<file path="src/rtl/audio_codec_init_seq.sv">
// rtl/audio_codec_init_seq.sv - Codec register init sequencer with host Avalon-MM pass-through
// Optional poll timeout enabled by defining AUDIO_INIT_TIMEOUT_EN.
module audio_codec_init_seq #(
    parameter int RESET_WAIT     = 1000,
    parameter int TIMEOUT_CYCLES = 50000
) (
    input  logic        clk,
    input  logic        rst,
    input  logic        start,
    input  logic [4:0]  host_address,
    input  logic        host_select,
    input  logic        host_read,
    input  logic        host_write,
    input  logic [31:0] host_writedata,
    output logic [31:0] host_readdata,
    output logic        host_waitrequest,
    output logic [4:0]  m_address,
    output logic        m_select,
    output logic        m_read,
    output logic        m_write,
    output logic [31:0] m_writedata,
    input  logic [31:0] m_readdata,
    output logic        init_busy,
    output logic        init_done,
    output logic        init_error
);
    typedef enum logic [2:0] {
        S_WAIT_PWR, S_WRITE, S_POLL_RD, S_POLL_CHK, S_NEXT, S_DONE, S_ERROR
    } state_t;

    // One counter serves both the power-up wait and the per-write poll count.
    localparam int CNT_MAX = (RESET_WAIT > TIMEOUT_CYCLES) ? RESET_WAIT : TIMEOUT_CYCLES;
    localparam int CNT_W   = (CNT_MAX < 2) ? 1 : $clog2(CNT_MAX);
    localparam logic [CNT_W-1:0] WAIT_LAST = CNT_W'((RESET_WAIT > 0) ? RESET_WAIT - 1 : 0);
    localparam logic [3:0]       LAST_IDX  = 4'd10;

    state_t           r_state;
    state_t           w_next;
    logic [3:0]       r_idx;
    logic [CNT_W-1:0] r_cnt;
    logic             w_timeout;

`ifdef AUDIO_INIT_TIMEOUT_EN
    localparam logic [CNT_W-1:0] TIMEOUT_LAST =
        CNT_W'((TIMEOUT_CYCLES > 0) ? TIMEOUT_CYCLES - 1 : 0);
    assign w_timeout = (r_cnt >= TIMEOUT_LAST);
`else
    assign w_timeout = 1'b0;
`endif

    function automatic logic [15:0] f_entry(input logic [3:0] idx);
        case (idx)
            4'd0:    f_entry = {7'h0F, 9'h000};
            4'd1:    f_entry = {7'h00, 9'h017};
            4'd2:    f_entry = {7'h01, 9'h017};
            4'd3:    f_entry = {7'h02, 9'h079};
            4'd4:    f_entry = {7'h03, 9'h079};
            4'd5:    f_entry = {7'h04, 9'h012};
            4'd6:    f_entry = {7'h05, 9'h000};
            4'd7:    f_entry = {7'h06, 9'h000};
            4'd8:    f_entry = {7'h07, 9'h00A};
            4'd9:    f_entry = {7'h08, 9'h000};
            4'd10:   f_entry = {7'h09, 9'h001};
            default: f_entry = 16'h0000;
        endcase
    endfunction

    always_ff @(posedge clk) begin
        if (rst) begin
            r_state <= S_WAIT_PWR;
        end else begin
            r_state <= w_next;
        end
    end

    always_comb begin
        w_next = r_state;
        case (r_state)
            S_WAIT_PWR: if (r_cnt >= WAIT_LAST) w_next = S_WRITE;
            S_WRITE:    w_next = S_POLL_RD;
            S_POLL_RD:  w_next = S_POLL_CHK;
            S_POLL_CHK: begin
                // A final idle status wins over a timeout reached on the same poll.
                if (!m_readdata[0])  w_next = S_NEXT;
                else if (w_timeout)  w_next = S_ERROR;
                else                 w_next = S_POLL_RD;
            end
            S_NEXT:     w_next = (r_idx == LAST_IDX) ? S_DONE : S_WRITE;
            S_DONE,
            S_ERROR:    if (start) w_next = S_WAIT_PWR;
            default:    w_next = S_WAIT_PWR;
        endcase
    end

    always_ff @(posedge clk) begin
        if (rst) begin
            r_idx <= '0;
            r_cnt <= '0;
        end else begin
            case (r_state)
                S_WAIT_PWR: begin
                    r_cnt <= r_cnt + 1'b1;
                    r_idx <= '0;
                end
                S_WRITE:    r_cnt <= '0;
`ifdef AUDIO_INIT_TIMEOUT_EN
                S_POLL_CHK: r_cnt <= r_cnt + 1'b1;
`endif
                S_NEXT:     if (r_idx != LAST_IDX) r_idx <= r_idx + 1'b1;
                S_DONE,
                S_ERROR: begin
                    r_cnt <= '0;
                    r_idx <= '0;
                end
                default: ;
            endcase
        end
    end

    // Reset forces the quiet bus values combinationally, even mid-transfer.
    always_comb begin
        init_busy        = 1'b0;
        init_done        = 1'b0;
        init_error       = 1'b0;
        host_waitrequest = 1'b0;
        host_readdata    = '0;
        m_address        = '0;
        m_select         = 1'b0;
        m_read           = 1'b0;
        m_write          = 1'b0;
        m_writedata      = '0;
        if (rst) begin
            init_busy        = 1'b1;
            host_waitrequest = 1'b1;
        end else begin
            case (r_state)
                S_WRITE: begin
                    init_busy        = 1'b1;
                    host_waitrequest = 1'b1;
                    m_select         = 1'b1;
                    m_write          = 1'b1;
                    m_writedata      = {16'h0000, f_entry(r_idx)};
                end
                S_POLL_RD: begin
                    init_busy        = 1'b1;
                    host_waitrequest = 1'b1;
                    m_select         = 1'b1;
                    m_read           = 1'b1;
                    m_address        = 5'd1;
                end
                S_DONE, S_ERROR: begin
                    init_done     = (r_state == S_DONE);
`ifdef AUDIO_INIT_TIMEOUT_EN
                    init_error    = (r_state == S_ERROR);
`endif
                    m_address     = host_address;
                    m_select      = host_select;
                    m_read        = host_read;
                    m_write       = host_write;
                    m_writedata   = host_writedata;
                    host_readdata = m_readdata;
                end
                default: begin
                    init_busy        = 1'b1;
                    host_waitrequest = 1'b1;
                end
            endcase
        end
    end
endmodule

</file>
<file path="config.mk">
export PLATFORM = sky130hd
export DESIGN_NAME = audio_codec_init_seq
export DESIGN_NICKNAME = d
export VERILOG_FILES = /design/src/rtl/audio_codec_init_seq.sv
export SDC_FILE = /design/constraint.sdc
export NUM_CORES = 1
export LEC_CHECK = 0
export CAP_MARGIN = 20
export CORE_MARGIN = 2
export CORE_UTILIZATION = 25
export CTS_CLUSTER_SIZE = 8
export DETAILED_ROUTE_END_ITERATION = 6
export SLEW_MARGIN = 10
export SYNTH_ARGS = -nofsm -noshare
export SYNTH_HDL_FRONTEND = slang
export SYNTH_SLANG_ARGS = --single-unit
</file>
<file path="constraint.sdc">
create_clock -name clk -period 3.6 [get_ports clk]
set_input_delay 0.72 -clock clk [delete_from_list [all_inputs] [get_ports clk]]
set_output_delay 0.72 -clock clk [all_outputs]
set_load 0.01 [all_outputs]
</file>
* Word-level counts from Yosys, hierarchy flattened *
Memories as Yosys holds them, arrays and structs flattened. A register that Yosys moved wholly into a read port is not among the register bits.
Index checks and enable logic that the tools add are counted.

word-level totals
  flip-flop bits (word level) = 23
  input bits = 75
  memories = 1
  output and inout bits = 76
  bits in read-only memories = 176

memory list
  name             depth  width  rd ports  clocked after memory_dff  wr ports  line  text
  (no name shown)  16     11     1         1                         0         52    case (idx)

cells by class
  multiplexer cells = 26
  add/sub/neg operators = 2
  magnitude comparators = 1
  eq/ne operators = 11
  reduce and logical (&&, ||, !) cells = 9

operators with widths
  kind                     number
  $mux W32                 3
  $pmux W32 S2             1
  $pmux W16 S2             1
  $pmux W3 S6              1
  $add A16 B1 Y16 const B  1
  $ge A16 B10 Y1 const B   1
  $mux W3                  4
  $mux W4                  3
  $pmux W5 S2              1
  $eq A3 B3 Y1 const B     3
  $pmux W4 S2              1
  $mux W1                  7
  $eq A3 B2 Y1 const B     2
  $ne A2 B2 Y1 const B     3
  $pmux W1 S2              3
  $reduce_or A3 Y1         2
  $mux W5                  1
  $add A4 B1 Y4 const B    1
  $eq A4 B4 Y1 const B     1
  $ne A4 B4 Y1 const B     1
  $reduce_and A2 Y1        2
  $reduce_bool A2 Y1       2
  $reduce_or A2 Y1         2
  $eq A3 B1 Y1 const B     1
  $logic_not A3 Y1         1

* Logic depth before layout (Yosys ltp) *
Gate-level depths: netlist of the first run.

  depth in word-level cells = 6
  gate-level depth with buffers = 11
  mapped depth without buffers = 11

* Least setup slack after synthesis of the first run *
No wires, ideal clock.

  path kind = input to register
  from = input port rst
  to = register (tool-made name)
  library setup time = 0.127 ns
  setup slack = 1.228 ns
  arrival time = 2.245 ns
  path buffers = 1
  stages = 8
  path through = or3_1 > buf_2 > nor2_1 > inv_1 > ha_1 > nand2_1 > or3_1 > or3b_1

RTL lines
  what                line  text
  start: declaration  8     input logic rst,

* Worst setup path after layout of the first run *
  from = register r_state[0]
  to = output port m_address[3]

on the way
  cells in the longest elaborated chain, start to end = 4
  elaborated cells on any way between the ends = 6

ends and longest elaborated chain
  what                      line  text
  start: declaration        37    state_t r_state;
  start signal: assignment  72    r_state <= w_next;
  $eq A3 B3 Y1              136   case (r_state)
  $reduce_or A2 Y1          136
  $pmux W5 S2 (*)           136
  $mux W5 (*)               132   if (rst) begin
  end: declaration          17    output logic [4:0] m_address,

Every way passes the cells marked *; elsewhere a longest branch is shown, timed or not.

==> reports/qor.yml, run 1 <==
worst_setup_path:
  arrival_ns: 2.60
  end_kind: "output port"
  crit_type: "reg -> out"
  required_ns: 2.88
  cp_max_fo: 58
  crit_family: "buffers and inverters"
  path_cells: "xor2_1 > nand2_1 > nor2_2 > buf_12 > and2_1 > clkdlybuf4s50_1"
  critPathBufInv: 2
  slowest_delay_ns: 0.62
  crit_path_start_kind: "flop"
  cp_slowest_cell: "dfxtp_1"
sta:
  slew_viol_final: 0
  finalClockSkew_ns: 0.00747
  worstMarginPinSlew_ns: 0.675
  finalSetupViolCount: 0
  hold_viol: 0
  rsz0062_at_grt: "false"
  max_freq_mhz: 301
  maxSlewHeadroom: 0.549
  tns_ns: 0
  finalCritPeriodShare: 0.922
  fin_crit_ns: 3.32
floorplan:
  rows: 35
  die-area_um2: 10200
  fp.dieH_um: 101
  coreArea_um2: 9200
  start_util: 0.257
  die_w_um: 101
  ioPinCount: 151
synth:
  synth-main-ff-cell: "dfxtp_1"
  ys_ff_latch: 33
  async_reset_ff_frac: 0
  synth_fp_nets: 389
  synth_top_area_cell: "dfxtp_1"
  synthTopCellsByCount: "59 x and2_1, 36 x nor2_1, 33 x dfxtp_1"
  synthCells: 306
  yosysTopAreaCellShare: 0.280
  synth_cell_type_count: 56
  synth_edf_count: 0
  yosys_warnings: 0
  synth.most_common_cell: "and2_1"
  ys_seq_area_frac: 0.280
  synth_area_um2: 2360
  synth_area_per_cell_um2: 7.72
  synth_area_leaders: "dfxtp_1 28%, and2_1 16%, nor2_1 5.7%"
detailed_routing:
  vias: 2680
  wl_um: 7950
  drc: 0
  dr.pass1.iters: 4
  wl_per_cell_um: 14.2
  vias_per_cell: 4.79
  drt_iter0_drc: 108
  antenna_left: 0
job:
  drv_cap: 0
grt:
  grt_use_total: 0.149
  overflow: 0
  grt_max_degree: 59
  antenna_found_initial: 0
  grt_pass1_wl_um: 12200
  grt_pass1_vias: 2466
finish:
  antenna_cells: 0
  drive_gt1_frac: 0.0603
  layout.nets: 530
  final_core_util: 0.439
  fillers: 934
  area_growth_pct: 70.9
  fin_area_um2: 4040
cts:
  postCtsSetupBuffers: 0
  cts_buffers: 5
  clock_sink_count: 33
  cts-root-buf: "clkbuf_8"
  hold_buffers: 0
  max-clock-path-buffers: 2
  clk_latency_ns: 0.29
  cts-resized-gates: 0
  clk_pin_slew_ns: 0.07
  htreeDepth: 2
  cts_tree: "yes"
power:
  p_int_mw: 1.00
  cellLeakagePower_nw: 1.48
  power_frac_seq: 0.290
  swShare: 0.405
  clkPwrFrac: 0.184
  p_per_area_nw_per_um2: 417
  combPwrFrac: 0.526
  ir_worst_vdd_mv: 0.184
  p_switching_mw: 0.682
place:
  place_congestion: 0.817
  io_buffers: 149
  hpwlAfterDp_um: 6150
  placed_cell_area_um2: 3930
hold_path:
  hold_path.class: "reg -> reg"
run_status:
  status: "finished clean"
-- metal layers --
metal  global-route usage  up-vias  wire [µm]
met1                0.178     1208       3350
met4               0.0520        0        121
met5                    0        -          0
li1                     -     1352          -
met3               0.0628        9        789
met2                0.242      111       3690
-- placed cells by master (no fill, tap or decap), types with 2 or more instances in the layout --
cell	instances
ha_1	8
inv_1	9
and3_1	3
nand4b_1	2
o21ai_0	11
mux2_2	2
nor2_1	35
nand3b_1	2
xor2_1	3
xnor2_1	4
a22oi_1	9
a31oi_1	3
and2_1	59
nor2b_1	3
mux2i_1	3
a21oi_1	15
buf_4	4
nand4_1	5
a311oi_1	4
nand2_1	18
nor3_1	6
dfxtp_1	33
clkbuf_8	7
nand3_1	12
clkdlybuf4s50_1	149
a211oi_1	3
a31o_2	2
or3_1	3
nor3_4	3
-- cells by family (layout without fill, tap and decap cells) --
logic type,count (synthesis),count (layout),share of synthesized area
other cells,1,1,0.00159
compound gates,64,64,0.190
simple gates,158,158,0.373
flops,33,33,0.280
fa+ha+maj,8,8,0.0424
buf+inv,29,171,0.0609
xor+xnor,7,7,0.0260
mux,6,6,0.0270
-- worst register-to-register path: stages (launching register included) --
cell,delay [ns]
dfxtp_1,0.62
xor2_1,0.37
and2_1,0.46
or3_1,0.34
nor2_1,0.10
buf_4,0.16
ha_1,0.33
o32ai_1,0.08
or3b_1,0.38
-- worst paths after layout --
check | cells past startpoint | endpoint | slack (ns) | from
max | 6 | m_address[3] | 0.28 | r_state[0]
min | 1 | r_cnt[9] | 0.48 | r_cnt[9]
max reg2reg | 8 | flop | 0.65 | r_state[0]
min reg2reg | 1 | r_cnt[9] | 0.48 | r_cnt[9]
-- power groups by stage --
stage	logic [mW]	clock network [mW]	registers (mW)
finish	0.886	0.310	0.489
global route	0.977	0.334	0.497
CTS	0.888	0.319	0.488
detailed placement	0.885	0	0.496
global placement	0.873	0	0.493
floorplan	0.622	0	0.452
-- through the flow --
step	hold slack, ns	std cells	total power [mW]	worst slack (ns)
floorplan	0.428	306	1.07	1.23
global placement	0.456	551	1.37	0.554
detailed placement	0.467	551	1.38	0.547
CTS	0.473	559	1.70	0.239
global route	0.495	559	1.81	0.0225
finish	0.478	559	1.68	0.282
-- layout make-up --
type,instances,area (µm²),share of cell area
inverter,9,33.8,0.00837
multi-input combinational,244,1560,0.386
timing repair buffer,154,1540,0.382
sequential,33,661,0.164
clock buffer,7,96.3,0.0239
clock inverter,1,5.00,0.00124
tap,111,139,0.0344
Power figures use the tool's default switching activity.
==> run 2, diff against run 1 <==
--- a/config.mk
+++ b/config.mk
@@ -8,7 +8,8 @@
 export CAP_MARGIN = 20
 export CORE_MARGIN = 2
-export CORE_UTILIZATION = 25
+export CORE_UTILIZATION = 40
 export CTS_CLUSTER_SIZE = 8
 export DETAILED_ROUTE_END_ITERATION = 6
+export PLACE_DENSITY = 0.87
 export SLEW_MARGIN = 10
 export SYNTH_ARGS = -nofsm -noshare
==> constraint.sdc (replaced) <==
create_clock -name clk -period 3.6 [get_ports clk]
set_input_delay 0.72 -clock clk [delete_from_list [all_inputs] [get_ports clk]]
set_output_delay 0.72 -clock clk [all_outputs]
set_load 0.005 [all_outputs]
==> run 2 against run 1 <==
Final area shrank 1.8%. Sequential power grew 3%. Sequential share of layout area rose by 0.29 points. Clock power is 7.4% lower. Sequential cell count stayed put. Clock skew is essentially flat. Combinational power is 4.5% lower. Total power shrank 2.8%. Critical path depth stayed put. Core utilization up 27 points. Register-to-register slack got worse by 0.13 ns. Critical path type unchanged. Final cell count fell by 7.3%.
==> reports/qor.yml, run 2 (synthesized netlist as in run 1, its figures left out) <==
grt:
  grt_use_total: 0.257  # +0.108
  grt_max_degree: 59  # unchanged
  overflow: 0  # unchanged
  grt_pass1_vias: 2661  # +7.9%
  grt_pass1_wl_um: 12800  # +5.0%
  antenna_found_initial: 0  # unchanged
cts:
  htreeDepth: 2  # unchanged
  hold_buffers: 0  # unchanged
  cts_tree: "yes"
  clock_sink_count: 33  # unchanged
  clk_latency_ns: 0.29  # about the same
  postCtsSetupBuffers: 0  # unchanged
  cts_buffers: 5  # unchanged
  cts-resized-gates: 0  # unchanged
  max-clock-path-buffers: 2  # unchanged
  clk_pin_slew_ns: 0.07  # about the same
  cts-root-buf: "clkbuf_8"
floorplan:
  coreArea_um2: 5610  # -39%
  ioPinCount: 151  # unchanged
  die-area_um2: 6530  # -36%
  rows: 27  # -23%
  start_util: 0.421  # +0.164
  fp.dieH_um: 80.8  # -20%
  die_w_um: 80.8  # -20%
sta:
  maxSlewHeadroom: 0.520  # -0.0293
  worstMarginPinSlew_ns: 0.719  # +0.0439 ns
  finalClockSkew_ns: 0.00716  # -0.000311 ns
  slew_viol_final: 0  # unchanged
  max_freq_mhz: 300  # -0.52%
  hold_viol: 0  # unchanged
  rsz0062_at_grt: "false"
  finalSetupViolCount: 0  # unchanged
  fin_crit_ns: 3.34  # +0.0175 ns
  finalCritPeriodShare: 0.926  # +0.00486
  tns_ns: 0  # unchanged
finish:
  regArea_um2: 661  # unchanged
  layout.nets: 529  # -0.19%
  fillers: 464  # -50%
  antenna_cells: 0  # unchanged
  multi_input_area_um2: 1560  # unchanged
  layout_commonest_cell: "clkdlybuf4s50_1"
  area_growth_pct: 67.9
  final_cells: 518  # -7.3%
  mostFrequentLayoutCells: "149 x clkdlybuf4s50_1, 59 x and2_1, 35 x nor2_1"
  drive_gt1_frac: 0.0538  # -0.00646
  final_core_util: 0.707  # +0.268
worst_setup_path:
  critPathLaunch: "r_state[0]"
  rrSetupSlack_ns: 0.52  # -0.13 ns
  r2r_start: "r_state[0]"
  r2r_cells: 9  # +1
  end_kind: "output port"
  crit_path_start_kind: "flop"
  cp_max_fo: 58  # unchanged
  arrival_ns: 2.62  # +0.02 ns
  critPathCapture: "host_readdata[28]"
  required_ns: 2.88  # about the same
  crit_type: "reg -> out"
place:
  io_buffers: 149  # unchanged
  place_inst: 511  # -7.3%
  hpwlAfterDp_um: 6590  # +7.2%
  place_congestion: 0.875  # +7.2%
detailed_routing:
  drt_iter0_drc: 182  # +69%
  wl_um: 8260  # +3.9%
  antenna_left: 0  # unchanged
  wl_per_cell_um: 15.9  # +12%
  vias_per_cell: 5.31  # +11%
  drc: 0  # unchanged
  dr.pass1.iters: 4  # unchanged
  vias: 2750  # +2.6%
job:
  drv_cap: 0  # unchanged
power:
  p_per_area_nw_per_um2: 413  # -1.1%
  cellLeakagePower_nw: 1.47  # -1.0%
  ir_worst_vdd_mv: 0.228  # +23%
hold_path:
  hold_path.class: "reg -> reg"
run_status:
  status: "finished clean"
run 2: cell types whose count changed in the layout (fill, tap and decap cells not counted), sizes merged:
| cell | change |
|---|---|
| clkinv | -1 |
| buf | -1 |
run 2: stage by stage:
step                power [mW]  worst slack (ns)  area, µm²  hold WS, ns
floorplan                 1.05              1.23       2360        0.428
global placement          1.32             0.612       3880        0.448
detailed placement        1.34             0.575       3880        0.459
CTS                       1.63             0.256       3960        0.467
global route              1.75            0.0817       3960        0.490
finish                    1.64             0.265       3960        0.467
run 2: critical path: stages (launching register included):
cell	delay, ns
dfxtp_1	0.63
xor2_1	0.41
nand2_1	0.18
nor2_2	0.19
buf_12	0.21
and2_1	0.16
clkdlybuf4s50_1	0.53
run 2: worst min path at each step:
stage	start	to	slack [ns]	depth (start not counted)
2_1_floorplan	r_cnt[9]	r_cnt[9]	0.43	1
3_3_place_gp	r_cnt[9]	r_cnt[9]	0.45	1
3_5_place_dp	r_cnt[9]	r_cnt[9]	0.46	1
4_1_cts	r_cnt[9]	r_cnt[9]	0.47	1
5_1_grt	r_cnt[9]	r_cnt[9]	0.49	1
6_report	r_cnt[9]	r_cnt[9]	0.47	1
run 2: metal layers:
layer / part of all wire / global-route usage / vias to the layer above
li1: - / - / 1342
met1: 0.38 / 0.286 / 1261
met2: 0.50 / 0.451 / 128
met3: 0.087 / 0.0767 / 19
met4: 0.027 / 0.115 / 0
met5: 0 / 0 / -
run 2: cell type report:
type,count,area share
clock buffer,7,0.0218
inverter,9,0.00852
multi-input combinational,244,0.393
sequential,33,0.167
tap,72,0.0227
timing repair buffer,153,0.387
run 2: report_power, final:
group	leakage (nW)	total [mW]	switching (mW)	internal, mW
registers	0.268	0.504	0.0846	0.420
clock network	0.0443	0.287	0.136	0.152
logic	1.15	0.846	0.441	0.405
==> run 3, diff against run 2 <==
--- a/config.mk
+++ b/config.mk
@@ -6,4 +6,5 @@
 export NUM_CORES = 1
 export LEC_CHECK = 0
+export ABC_CLOCK_PERIOD_IN_PS = 3600
 export CAP_MARGIN = 20
 export CORE_MARGIN = 2
@@ -11,4 +12,5 @@
 export CTS_CLUSTER_SIZE = 8
 export DETAILED_ROUTE_END_ITERATION = 6
+export GPL_ROUTABILITY_DRIVEN = 0
 export PLACE_DENSITY = 0.87
 export SLEW_MARGIN = 10
==> constraint.sdc (replaced) <==
create_clock -name clk -period 3.6 [get_ports clk]
set_input_delay 0.72 -clock clk [delete_from_list [all_inputs] [get_ports clk]]
set_output_delay 0.72 -clock clk [all_outputs]
set_load 0.02 [all_outputs]
==> run 3 against run 2 <==
Global-route usage shrank 0.065 points. Combinational power grew 9.5%. Clock-buffer cell count is the same. Final area is essentially flat. Fmax shrank 2.8%. Final cell count is the same. Non-clock buffer count is the same. Critical path type unchanged. Clock power is essentially flat.
==> reports/qor.yml, run 3 (synthesized netlist as in run 1, its figures left out) <==
cts:
  clk_pin_slew_ns: 0.07  # about the same
  htreeDepth: 2  # unchanged
  cts_buffers: 5  # unchanged
  cts-root-buf: "clkbuf_8"
  max-clock-path-buffers: 2  # unchanged
  clock_sink_count: 33  # unchanged
  cts_tree: "yes"
  clk_latency_ns: 0.29  # about the same
  postCtsSetupBuffers: 0  # unchanged
finish:
  area_growth_pct: 68.0  # about the same
  drive_gt1_frac: 0.0583  # +0.00448
  mostFrequentLayoutCells: "149 x clkdlybuf4s50_1, 58 x and2_1, 35 x nor2_1"
  fin_area_um2: 3970  # about the same
  layout_commonest_cell: "clkdlybuf4s50_1"
  layout.nets: 529  # unchanged
  antenna_cells: 0  # unchanged
  final_cells: 518  # unchanged
  fillers: 463  # -0.22%
  final_core_util: 0.707  # about the same
place:
  placed_cell_area_um2: 3880  # unchanged
  io_buffers: 149  # unchanged
  pre_cts_ws_ns: 0.461  # -0.114 ns
  place_inst: 511  # unchanged
  hpwlAfterDp_um: 6550  # -0.71%
grt:
  grt_pass1_vias: 2665  # +0.15%
  grt_use_total: 0.256  # -0.000652
  overflow: 0  # unchanged
  antenna_found_initial: 0  # unchanged
  grt_max_degree: 59  # unchanged
  grt_pass1_wl_um: 12800  # +0.16%
power:
  swShare: 0.428  # +0.0241
  p_per_area_nw_per_um2: 432  # +4.5%
  combPwrFrac: 0.541  # +0.025
  power_frac_seq: 0.293  # -0.015
  cellLeakagePower_nw: 1.47  # about the same
  ir_worst_vdd_mv: 0.263  # +16%
  p_int_mw: 0.980  # +0.33%
  p_switching_mw: 0.732  # +11%
  p_total_mw: 1.71  # +4.6%
  clkPwrFrac: 0.166  # -0.009
sta:
  hold-worst-slack_ns: 0.472  # +0.00571 ns
  tns_ns: 0  # unchanged
  hold_viol: 0  # unchanged
  finalClockSkew_ns: 0.00580  # -0.00136 ns
  finalCritPeriodShare: 0.953  # +0.0265
  max_freq_mhz: 291  # -2.8%
  slew_viol_final: 0  # unchanged
  fin_crit_ns: 3.43  # +0.0953 ns
  rsz0062_at_grt: "false"
  worstMarginPinSlew_ns: 0.700  # -0.0190 ns
  maxSlewHeadroom: 0.532  # +0.0127
  finalSetupViolCount: 0  # unchanged
  setup_slack_ns: 0.169  # -0.0953 ns
floorplan:
  ioPinCount: 151  # unchanged
  coreArea_um2: 5610  # unchanged
  start_util: 0.421  # unchanged
  rows: 27  # unchanged
  fp.dieH_um: 80.8  # unchanged
  die-area_um2: 6530  # unchanged
  die_w_um: 80.8  # unchanged
worst_setup_path:
  cp_max_fo: 58  # unchanged
  arrival_ns: 2.71  # +0.09 ns
  crit_path_start_kind: "flop"
  critPathLaunch: "r_state[0]"
  crit_type: "reg -> out"
  end_kind: "output port"
  required_ns: 2.88  # about the same
  r2r_start: "r_state[1]"
detailed_routing:
  wl_per_cell_um: 16.0  # +0.25%
  wl_um: 8280  # +0.25%
  vias_per_cell: 5.27  # -0.69%
  vias: 2731  # -0.69%
  dr.pass1.iters: 4  # unchanged
  drc: 0  # unchanged
  drt_iter0_drc: 186  # +2.2%
  antenna_left: 0  # unchanged
hold_path:
  hold_path.class: "reg -> reg"
  worstHoldStart: "r_cnt[9]"
job:
  drv_cap: 0  # unchanged
run_status:
  status: "finished clean"
## run 3: path summary, 6_finish.rpt
kind	to	slack [ns]	depth (start not counted)
worst min-delay path	r_cnt[9]	0.47	1
worst min register to register	r_cnt[9]	0.47	1
worst max-delay path	host_readdata[0]	0.17	6
worst max register to register	flop	0.60	9
## run 3: what timing repair did
item | CTS | global route
gates resized for setup | 0 | 2
hold buffers | 0 | 0
setup endpoints to repair | 0 | 5
## run 3: power by group through the flow
stage / registers, mW / logic (mW) / clock network, mW
6_report: 0.501 / 0.926 / 0.285
5_1_grt: 0.511 / 1.02 / 0.304
4_1_cts: 0.499 / 0.915 / 0.287
3_5_place_dp: 0.506 / 0.910 / 0
3_3_place_gp: 0.505 / 0.892 / 0
2_1_floorplan: 0.452 / 0.669 / 0
## run 3: final cells by class
cell class | count | area, µm² | area share
clock buffer | 7 | 86.3 | 0.0218
inverter | 9 | 33.8 | 0.00851
multi-input combinational | 244 | 1560 | 0.394
sequential | 33 | 661 | 0.167
tap | 72 | 90.1 | 0.0227
timing repair buffer | 153 | 1530 | 0.387
## run 3: metal layers
metal / wire length (µm) / vias up / track usage
li1: - / 1344 / -
met3: 653 / 14 / 0.0767
met1: 3250 / 1266 / 0.286
met5: 0 / - / 0
met4: 227 / 0 / 0.102
met2: 4150 / 107 / 0.455
## run 3: worst max-delay path: stages (launching register included)
cell,delay (ns)
dfxtp_1,0.60
xor2_1,0.41
nand2_1,0.18
nor2_2,0.20
buf_12,0.22
and2_1,0.16
clkdlybuf4s50_1,0.63
